File: src/rtl/lsu_mem_arbiter_if.sv
// lsu_mem_arbiter_if: LSU-side request/response and memory-channel buses of the arbiter.
interface lsu_mem_arbiter_if #(
   parameter int NUM_LSUS     = 4,
   parameter int NUM_CHANNELS = 2,
   parameter int ADDR_BITS    = 8,
   parameter int DATA_BITS    = 32
);
   logic [NUM_LSUS-1:0]                    lsu_valid;
   logic [NUM_LSUS-1:0][ADDR_BITS-1:0]     lsu_addr;
   logic [NUM_LSUS-1:0][DATA_BITS-1:0]     lsu_data;
   logic [NUM_LSUS-1:0]                    lsu_we;
   logic [NUM_LSUS-1:0]                    lsu_resp_ready;
   logic [NUM_LSUS-1:0][DATA_BITS-1:0]     lsu_resp_data;
   logic [NUM_CHANNELS-1:0]                mem_req_valid;
   logic [NUM_CHANNELS-1:0][ADDR_BITS-1:0] mem_req_addr;
   logic [NUM_CHANNELS-1:0][DATA_BITS-1:0] mem_req_data;
   logic [NUM_CHANNELS-1:0]                mem_req_we;
   logic [NUM_CHANNELS-1:0]                mem_req_ready;
   logic [NUM_CHANNELS-1:0]                mem_resp_valid;
   logic [NUM_CHANNELS-1:0][DATA_BITS-1:0] mem_resp_data;
   modport master (
      input  lsu_valid, lsu_addr, lsu_data, lsu_we, mem_req_ready, mem_resp_valid, mem_resp_data,
      output lsu_resp_ready, lsu_resp_data, mem_req_valid, mem_req_addr, mem_req_data, mem_req_we
   );
   modport slave (
      output lsu_valid, lsu_addr, lsu_data, lsu_we, mem_req_ready, mem_resp_valid, mem_resp_data,
      input  lsu_resp_ready, lsu_resp_data, mem_req_valid, mem_req_addr, mem_req_data, mem_req_we
   );
endinterface

File: src/rtl/lsu_mem_arbiter.sv
// lsu_mem_arbiter: round-robin sharing of memory channels among per-thread LSUs, responses routed to the issuing LSU.
module lsu_mem_arbiter #(
   parameter int NUM_LSUS     = 4,
   parameter int NUM_CHANNELS = 2,
   parameter int ADDR_BITS    = 8,
   parameter int DATA_BITS    = 32
) (
   input  logic               clk,
   input  logic               reset,
   lsu_mem_arbiter_if.master  bus
);
   localparam int LW = NUM_LSUS > 1 ? $clog2(NUM_LSUS) : 1;
   typedef enum logic [1:0] {CH_IDLE, CH_REQ, CH_WAIT} ch_state_e;
   ch_state_e                              st_q [NUM_CHANNELS];
   ch_state_e                              st_d [NUM_CHANNELS];
   logic [NUM_CHANNELS-1:0][LW-1:0]        own_q, own_d;
   logic [NUM_LSUS-1:0]                    served_q, served_d, granted;
   logic [LW-1:0]                          rr_q, rr_d;
   logic [NUM_CHANNELS-1:0]                req_valid_q, req_valid_d, req_we_q, req_we_d;
   logic [NUM_CHANNELS-1:0][ADDR_BITS-1:0] req_addr_q, req_addr_d;
   logic [NUM_CHANNELS-1:0][DATA_BITS-1:0] req_data_q, req_data_d;
   logic [NUM_LSUS-1:0]                    resp_ready_q, resp_ready_d;
   logic [NUM_LSUS-1:0][DATA_BITS-1:0]     resp_data_q, resp_data_d;
   logic [NUM_CHANNELS-1:0]                free;
   logic [LW-1:0]                          idx;
   logic                                   taken;
   always_comb begin
      st_d         = st_q;
      own_d        = own_q;
      rr_d         = rr_q;
      req_valid_d  = req_valid_q;
      req_we_d     = req_we_q;
      req_addr_d   = req_addr_q;
      req_data_d   = req_data_q;
      resp_ready_d = '0;
      resp_data_d  = resp_data_q;
      granted      = '0;
      free         = '0;
      idx          = '0;
      taken        = 1'b0;
      for (int c = 0; c < NUM_CHANNELS; c++) begin
         free[c] = st_q[c] == CH_IDLE;
         if (st_q[c] == CH_REQ && bus.mem_req_ready[c]) begin
            req_valid_d[c] = 1'b0;
            st_d[c]       = CH_WAIT;
         end
         if (st_q[c] == CH_WAIT && bus.mem_resp_valid[c]) begin
            resp_ready_d[own_q[c]] = 1'b1;
            resp_data_d[own_q[c]]  = bus.mem_resp_data[c];
            st_d[c]               = CH_IDLE;
         end
      end
      // k-th eligible LSU from rr_q takes the k-th lowest idle channel
      for (int k = 0; k < NUM_LSUS; k++) begin
         idx   = LW'((int'(rr_q) + k) % NUM_LSUS);
         taken = 1'b0;
         if (bus.lsu_valid[idx] && !served_q[idx])
            for (int c = 0; c < NUM_CHANNELS; c++)
               if (!taken && free[c]) begin
                  free[c]        = 1'b0;
                  taken          = 1'b1;
                  st_d[c]        = CH_REQ;
                  own_d[c]       = idx;
                  req_valid_d[c] = 1'b1;
                  req_addr_d[c]  = bus.lsu_addr[idx];
                  req_data_d[c]  = bus.lsu_data[idx];
                  req_we_d[c]    = bus.lsu_we[idx];
                  granted[idx]   = 1'b1;
                  rr_d           = LW'((int'(idx) + 1) % NUM_LSUS);
               end
      end
      // a held-high request stays served until its valid drops
      served_d = (served_q | granted) & bus.lsu_valid;
   end
   always_ff @(posedge clk or posedge reset)
      if (reset) begin
         for (int c = 0; c < NUM_CHANNELS; c++) st_q[c] <= CH_IDLE;
         own_q        <= '0;
         rr_q         <= '0;
         served_q     <= '0;
         req_valid_q  <= '0;
         req_we_q     <= '0;
         req_addr_q   <= '0;
         req_data_q   <= '0;
         resp_ready_q <= '0;
         resp_data_q  <= '0;
      end else begin
         st_q         <= st_d;
         own_q        <= own_d;
         rr_q         <= rr_d;
         served_q     <= served_d;
         req_valid_q  <= req_valid_d;
         req_we_q     <= req_we_d;
         req_addr_q   <= req_addr_d;
         req_data_q   <= req_data_d;
         resp_ready_q <= resp_ready_d;
         resp_data_q  <= resp_data_d;
      end
   assign bus.mem_req_valid  = req_valid_q;
   assign bus.mem_req_addr   = req_addr_q;
   assign bus.mem_req_data   = req_data_q;
   assign bus.mem_req_we     = req_we_q;
   assign bus.lsu_resp_ready = resp_ready_q;
   assign bus.lsu_resp_data  = resp_data_q;
endmodule

File: src/flat_wrapper.sv
// flat-port wrapper written by rule: the top's interface ports become plain ports
module lsu_mem_arbiter_flat 
#(
   parameter int NUM_LSUS     = 4,
   parameter int NUM_CHANNELS = 2,
   parameter int ADDR_BITS    = 8,
   parameter int DATA_BITS    = 32
)
  (clk, reset, bus_lsu_valid, bus_lsu_addr, bus_lsu_data, bus_lsu_we, bus_mem_req_ready, bus_mem_resp_valid, bus_mem_resp_data, bus_lsu_resp_ready, bus_lsu_resp_data, bus_mem_req_valid, bus_mem_req_addr, bus_mem_req_data, bus_mem_req_we);
  lsu_mem_arbiter_if #(.NUM_LSUS(NUM_LSUS), .NUM_CHANNELS(NUM_CHANNELS), .ADDR_BITS(ADDR_BITS), .DATA_BITS(DATA_BITS)) bus_i ();
  input  logic clk;
  input  logic reset;
  input wire logic [$bits(bus_i.lsu_valid)-1:0] bus_lsu_valid;
  input wire logic [$bits(bus_i.lsu_addr)-1:0] bus_lsu_addr;
  input wire logic [$bits(bus_i.lsu_data)-1:0] bus_lsu_data;
  input wire logic [$bits(bus_i.lsu_we)-1:0] bus_lsu_we;
  input wire logic [$bits(bus_i.mem_req_ready)-1:0] bus_mem_req_ready;
  input wire logic [$bits(bus_i.mem_resp_valid)-1:0] bus_mem_resp_valid;
  input wire logic [$bits(bus_i.mem_resp_data)-1:0] bus_mem_resp_data;
  output wire logic [$bits(bus_i.lsu_resp_ready)-1:0] bus_lsu_resp_ready;
  output wire logic [$bits(bus_i.lsu_resp_data)-1:0] bus_lsu_resp_data;
  output wire logic [$bits(bus_i.mem_req_valid)-1:0] bus_mem_req_valid;
  output wire logic [$bits(bus_i.mem_req_addr)-1:0] bus_mem_req_addr;
  output wire logic [$bits(bus_i.mem_req_data)-1:0] bus_mem_req_data;
  output wire logic [$bits(bus_i.mem_req_we)-1:0] bus_mem_req_we;
  assign bus_i.lsu_valid = bus_lsu_valid;
  assign bus_i.lsu_addr = bus_lsu_addr;
  assign bus_i.lsu_data = bus_lsu_data;
  assign bus_i.lsu_we = bus_lsu_we;
  assign bus_i.mem_req_ready = bus_mem_req_ready;
  assign bus_i.mem_resp_valid = bus_mem_resp_valid;
  assign bus_i.mem_resp_data = bus_mem_resp_data;
  assign bus_lsu_resp_ready = bus_i.lsu_resp_ready;
  assign bus_lsu_resp_data = bus_i.lsu_resp_data;
  assign bus_mem_req_valid = bus_i.mem_req_valid;
  assign bus_mem_req_addr = bus_i.mem_req_addr;
  assign bus_mem_req_data = bus_i.mem_req_data;
  assign bus_mem_req_we = bus_i.mem_req_we;
  lsu_mem_arbiter #(.NUM_LSUS(NUM_LSUS), .NUM_CHANNELS(NUM_CHANNELS), .ADDR_BITS(ADDR_BITS), .DATA_BITS(DATA_BITS)) u_core (.clk(clk), .reset(reset), .bus(bus_i));
endmodule
File: config.mk
export PLATFORM = sky130hd
export DESIGN_NAME = lsu_mem_arbiter_flat
export DESIGN_NICKNAME = d
export VERILOG_FILES = /design/src/rtl/lsu_mem_arbiter_if.sv /design/src/rtl/lsu_mem_arbiter.sv /design/src/flat_wrapper.sv
export SDC_FILE = /design/constraint.sdc
export NUM_CORES = 1
export LEC_CHECK = 0
export BUFFER_PORTS_ARGS = -buffer_cell sky130_fd_sc_hd__buf_2
export CAP_MARGIN = 25
export CORE_MARGIN = 4
export CORE_UTILIZATION = 55
export CTS_CLUSTER_SIZE = 8
export DETAILED_ROUTE_END_ITERATION = 10
export PLACE_DENSITY_LB_ADDON = 0.15
export SLEW_MARGIN = 20
export SYNTH_ARGS = -nofsm -noshare
export SYNTH_HDL_FRONTEND = slang
export SYNTH_SLANG_ARGS = --single-unit
File: constraint.sdc
create_clock -name clk -period 8.8 [get_ports clk]
set_input_delay 0.44 -clock clk [delete_from_list [all_inputs] [get_ports clk]]
set_output_delay 0.44 -clock clk [all_outputs]
set_load 0.02 [all_outputs]
# After elaboration in Yosys (flattened, before gate mapping)
# Index checks and enable logic that the tools add are counted.
# totals
reg_bits,230
input_bits,238
wordCells,259
out_inout_bits,216
# classes
mux,182
n_reduce_logical,28
n_eq_ne,4
magnitude_cmp,12
n_addsub,6
n_bitwise,10
# ops
cell,count
32-bit two-way mux,14
32-bit binary-select mux with 2-bit select,4
128-bit bitwise mux,2
128-bit two-way mux,2
64-bit two-way mux,4
32-bit demux with 2-bit select,2
4-bit two-way mux,26
8-bit two-way mux,12
2-bit two-way mux,43
8-bit binary-select mux with 2-bit select,4
16-bit two-way mux,4
1-bit two-way mux,47
4-bit OR,9
1-bit binary-select mux with 2-bit select,12
1-bit logical AND,18
2-bit by 3-bit less-than comparator with 1-bit output (second input constant),6
1-bit demux with 2-bit select,6
2-bit by 1-bit >= comparator with 1-bit output (second input constant),6
2-bit by 1-bit adder with 2-bit output (second input constant),4
1-bit logical NOT,8
2-bit adder (second input constant),2
4-bit AND,1
2-bit by 1-bit == test with 1-bit output (second input constant),2
2-bit == test (second input constant),2
2-bit logical NOT,2

# Longest topological paths before layout
# depth
depth_word,29
depth_mapped,13
mapped_depth_nobuf,8

# Worst setup path after synthesis
# Ideal clock, no wire load.
# synth_path
path_type,register to register
start,reg u_core.rr_q[0]
end,"reg u_core.req_data_q, in the netlist u_core.bus.mem_req_data[0]"
stages_incl_launch_ff,11
synth_period_minus_slack_ps,3109
n_path_buf,6
setup_slack_ps,5691
setup_ps,122
t_required_ps,8678
arrival_time_ps,2987
path_cell_list,dfrtp_1 > buf_4 > inv_2 > buf_1 > ha_1 > buf_2 > buf_2 > clkbuf_1 > clkbuf_1 > mux4_2 > a32o_1
# synth_rtl
item,line_no,text
"start, declared",lsu_mem_arbiter.sv:18,"logic [LW-1:0] rr_q, rr_d;"
"start signal, assigned",lsu_mem_arbiter.sv:90,rr_q <= rr_d;
"end signal, assigned",lsu_mem_arbiter.sv:95,req_data_q <= req_data_d;
"end, declared",lsu_mem_arbiter.sv:21,"logic [NUM_CHANNELS-1:0][DATA_BITS-1:0] req_data_q, req_data_d;"

==> flow_metrics.tcl <==
set metrics [dict create \
    skew_ns 0.01910 \
    power_frac_comb_pct 69.6 \
    portBuffers 453 \
    synth-edff-count 0 \
    clk_pin_slew_worst_paths_ns 0.05 \
    rows 66 \
    drive_above_1_share_pct 32.84 \
    fin_nets 2515 \
    synth_compound_area_share_pct 19.40 \
    crit_path_end_kind "flip-flop" \
    die-width_um 191.7 \
    synth_fa_ha_area_share_pct 0.4721 \
    clk_latency_ns 0.52 \
    switchingPower_mw 5.367 \
    drcViolationCount 0 \
    critPathKind "reg2reg" \
    ant_nets 0 \
    root_buffer "clkbuf_16" \
    grt_pass1_wl_um 105900 \
    chipHeight_um 191.7 \
    p_per_area_nw_per_um2 482.6 \
    max-cap-violations 0 \
    synth_top_area_share_pct 31.03 \
    clkSinkCount 230 \
    syn_area_sq_um 18550 \
    routed-via-count 19000 \
    synth_common_cells "dfrtp_1, a21oi_1, nand2_1" \
    hold_viol 0 \
    synth-simple-area-share_pct 14.78 \
    synth-xor-area-share_pct 0.3912 \
    postCtsSetupRepairBufs 0 \
    pre_cts_ws_ns 3.516 \
    swShare_pct 50.85 \
    yosysTopAreaCell "dfrtp_1" \
    cts_buffers 34 \
    netlist_instances 1952 \
    drtIter0Drc 2196 \
    grt_pass1_vias 18750 \
    synth_mux_area_share_pct 28.70 \
    firstDrtPassIters 7 \
    area_growth_pct 17.89 \
    relSlewSlack_pct 26.82 \
    pwr-share-seq_pct 19.2 \
    ys_types 66 \
    h-tree-depth 2 \
    wire_per_inst_um 25.34 \
    power.internal_mw 5.188 \
    fmax_mhz 198.3 \
    start_util_pct 56.44 \
    finalNonFillerCells 2732 \
    synth_fp_nets 2197 \
    dp_hpwl_um 45550 \
    fillCellCount 2708 \
    required_ns 9.22 \
    fin_hold_ws_ns 0.05907 \
    placedCellCount 2672 \
    p_clk_share_pct 11.1 \
    grt_usage_pct 36.08 \
    synth_top_family_by_area "multiplexers" \
    grt_max_degree 116 \
    ctsResizeCount 0 \
    synth_area_per_cell_sq_um 9.503 \
    pin_count 454 \
    yosysWarnings 0 \
    min_path_type "in2async" \
    reg2reg_depth 9 \
    slowest_stage "o2111a_2" \
    tightest_slew_ns 1.098 \
    gp_congestion 0.9475 \
    drt-total-wl_um 69220 \
    yosysSeqAreaShare_pct 31.03 \
    gr-total-overflow 0 \
    worstPathCellList "inv_1 -> ha_4 -> inv_1 -> mux4_2 -> buf_4 -> o21ai_4 -> o2111a_2 -> nand2_1 -> a31oi_1" \
    fin_ws_ns 3.756 \
    cts_hold_buf 0 \
    slew_viol_final 0 \
    p_leak_nw 9.281 \
    synth_ff_type "dfrtp_1" \
    critPathLaunchType "flip-flop" \
    cts.path.max_buffers 3 \
    setup_violations 0 \
    coreArea_sq_um 32870 \
    ys_ff_latch 230 \
    vias_per_cell 6.955 \
    yosysMostFrequentCell "dfrtp_1" \
    rsz0062_at_grt "false" \
    async_flop_share_pct 100.0 \
    cp_slowest_stage_delay_ns 1.09 \
    antenna_found_initial 19 \
    die_area_sq_um 36730 \
    cp.arrival_ns 5.47 \
    vdd_ir_drop_max_v 0.0002987 \
    critPathMostFrequentCell "inv_1" \
    ys_top_cells_by_area "dfrtp_1, mux4_2, mux2i_1, a21oi_1, nand3_1" \
    worstPathMaxFanout 67 \
    cts_tree "done" \
    post-route-period-util_pct 57.32 \
    fin_crit_ns 5.044 \
    setup_tns_ns 0 \
    status "finished clean" \
]
==> layout make-up <==
type	instances	area [sq um]	area share, %
clock inverters	3	33.78	0.1545
clock buffers	38	865.8	3.959
diodes	15	37.54	0.1716
inverters	7	33.78	0.1545
repair buffers	493	2656	12.15
multi-input cells	1504	11930	54.53
flip-flops and latches	230	5763	26.35
well taps	442	553.0	2.529
==> metal layers <==
metal	vias up	GRT usage, %	wire (um)
li1	8167	-	-
met2	1413	57.71	32420
met1	9119	46.09	25100
met4	10	18.78	3711
met3	293	8.379	7923
met5	-	0	63
==> per-stage QoR <==
step           area (sq um)  total power [mW]  utilization (%)
4_1_cts               21720             10.33            66.10
2_1_floorplan         18550             7.207                -
3_3_place_gp          20800             8.947            63.29
3_5_place_dp          20830             9.124            63.36
5_1_grt               21870             11.15            66.53
6_report              21870             10.55            66.54
==> cell usage in the layout, fill, tap and decap left out, drive strengths merged, types with 9 or more instances in the layout <==
cell type,n
a32o,29
diode,15
nor2b,9
a311oi,29
nand3,145
inv,9
a21oi,195
a31oi,11
mux4,169
o22ai,44
o22a,29
o21ai,185
nor3,48
and3,32
dfrtp,230
mux2,13
clkbuf,38
buf,493
nor2,136
mux2i,137
nand2b,14
a211oi,11
nand2,173
==> power groups by stage <==
stage          clock [mW]  sequential (mW)  combinational (mW)
2_1_floorplan           0             2.45                4.76
3_3_place_gp            0             2.03                6.91
3_5_place_dp            0             2.05                7.07
4_1_cts              1.19             2.05                7.10
5_1_grt              1.23             2.08                7.84
6_report             1.18             2.03                7.35
==> registers in the layout, indices dropped and copies added, names as in the netlist, 4 cells and up <==
name / cells
u_core.bus.lsu_resp_data: 128
u_core.own_q: 4
u_core.served_q: 4
u_core.st_q: 4
u_core.bus.lsu_resp_ready: 4
u_core.bus.mem_req_data: 64
u_core.bus.mem_req_addr: 16
==> kinds of logic (layout without fill, tap and decap cells) <==
group / Yosys count / after routing
flip-flops: 230 / 230
multiplexers: 319 / 319
AND/OR/NAND/NOR: 589 / 589
AO/OA/AOI/OAI: 585 / 585
XOR/XNOR: 4 / 4
other: 0 / 15
buffers and inverters: 218 / 541
adder cells (fa/ha/maj): 7 / 7
==> path summary, 6_finish.rpt <==
path,end,from,slack [ns]
setup / recovery,u_core.bus.mem_req_data[46],u_core.rr_q[1],3.76
setup reg to reg,u_core.bus.mem_req_data[46],u_core.rr_q[1],3.76
hold / removal,u_core.bus.mem_req_data[16],reset,0.06
hold reg to reg,u_core.bus.mem_req_valid[0],u_core.bus.mem_req_valid[0],0.48
max in group asynchronous,u_core.bus.lsu_resp_data[100],reset,6.49
min in group clk,u_core.bus.lsu_resp_data[69],bus_mem_resp_data[37],0.18
==> critical path, delay by kind of cell, from the launching register on <==
kind,cells,cell delay [ns]
compound gates,3,1.86
fa+ha+maj,1,0.72
buf+inv,3,1.02
flops,1,0.79
mux,1,0.35
simple gates,1,0.13
(Power assumes the default switching activity.)
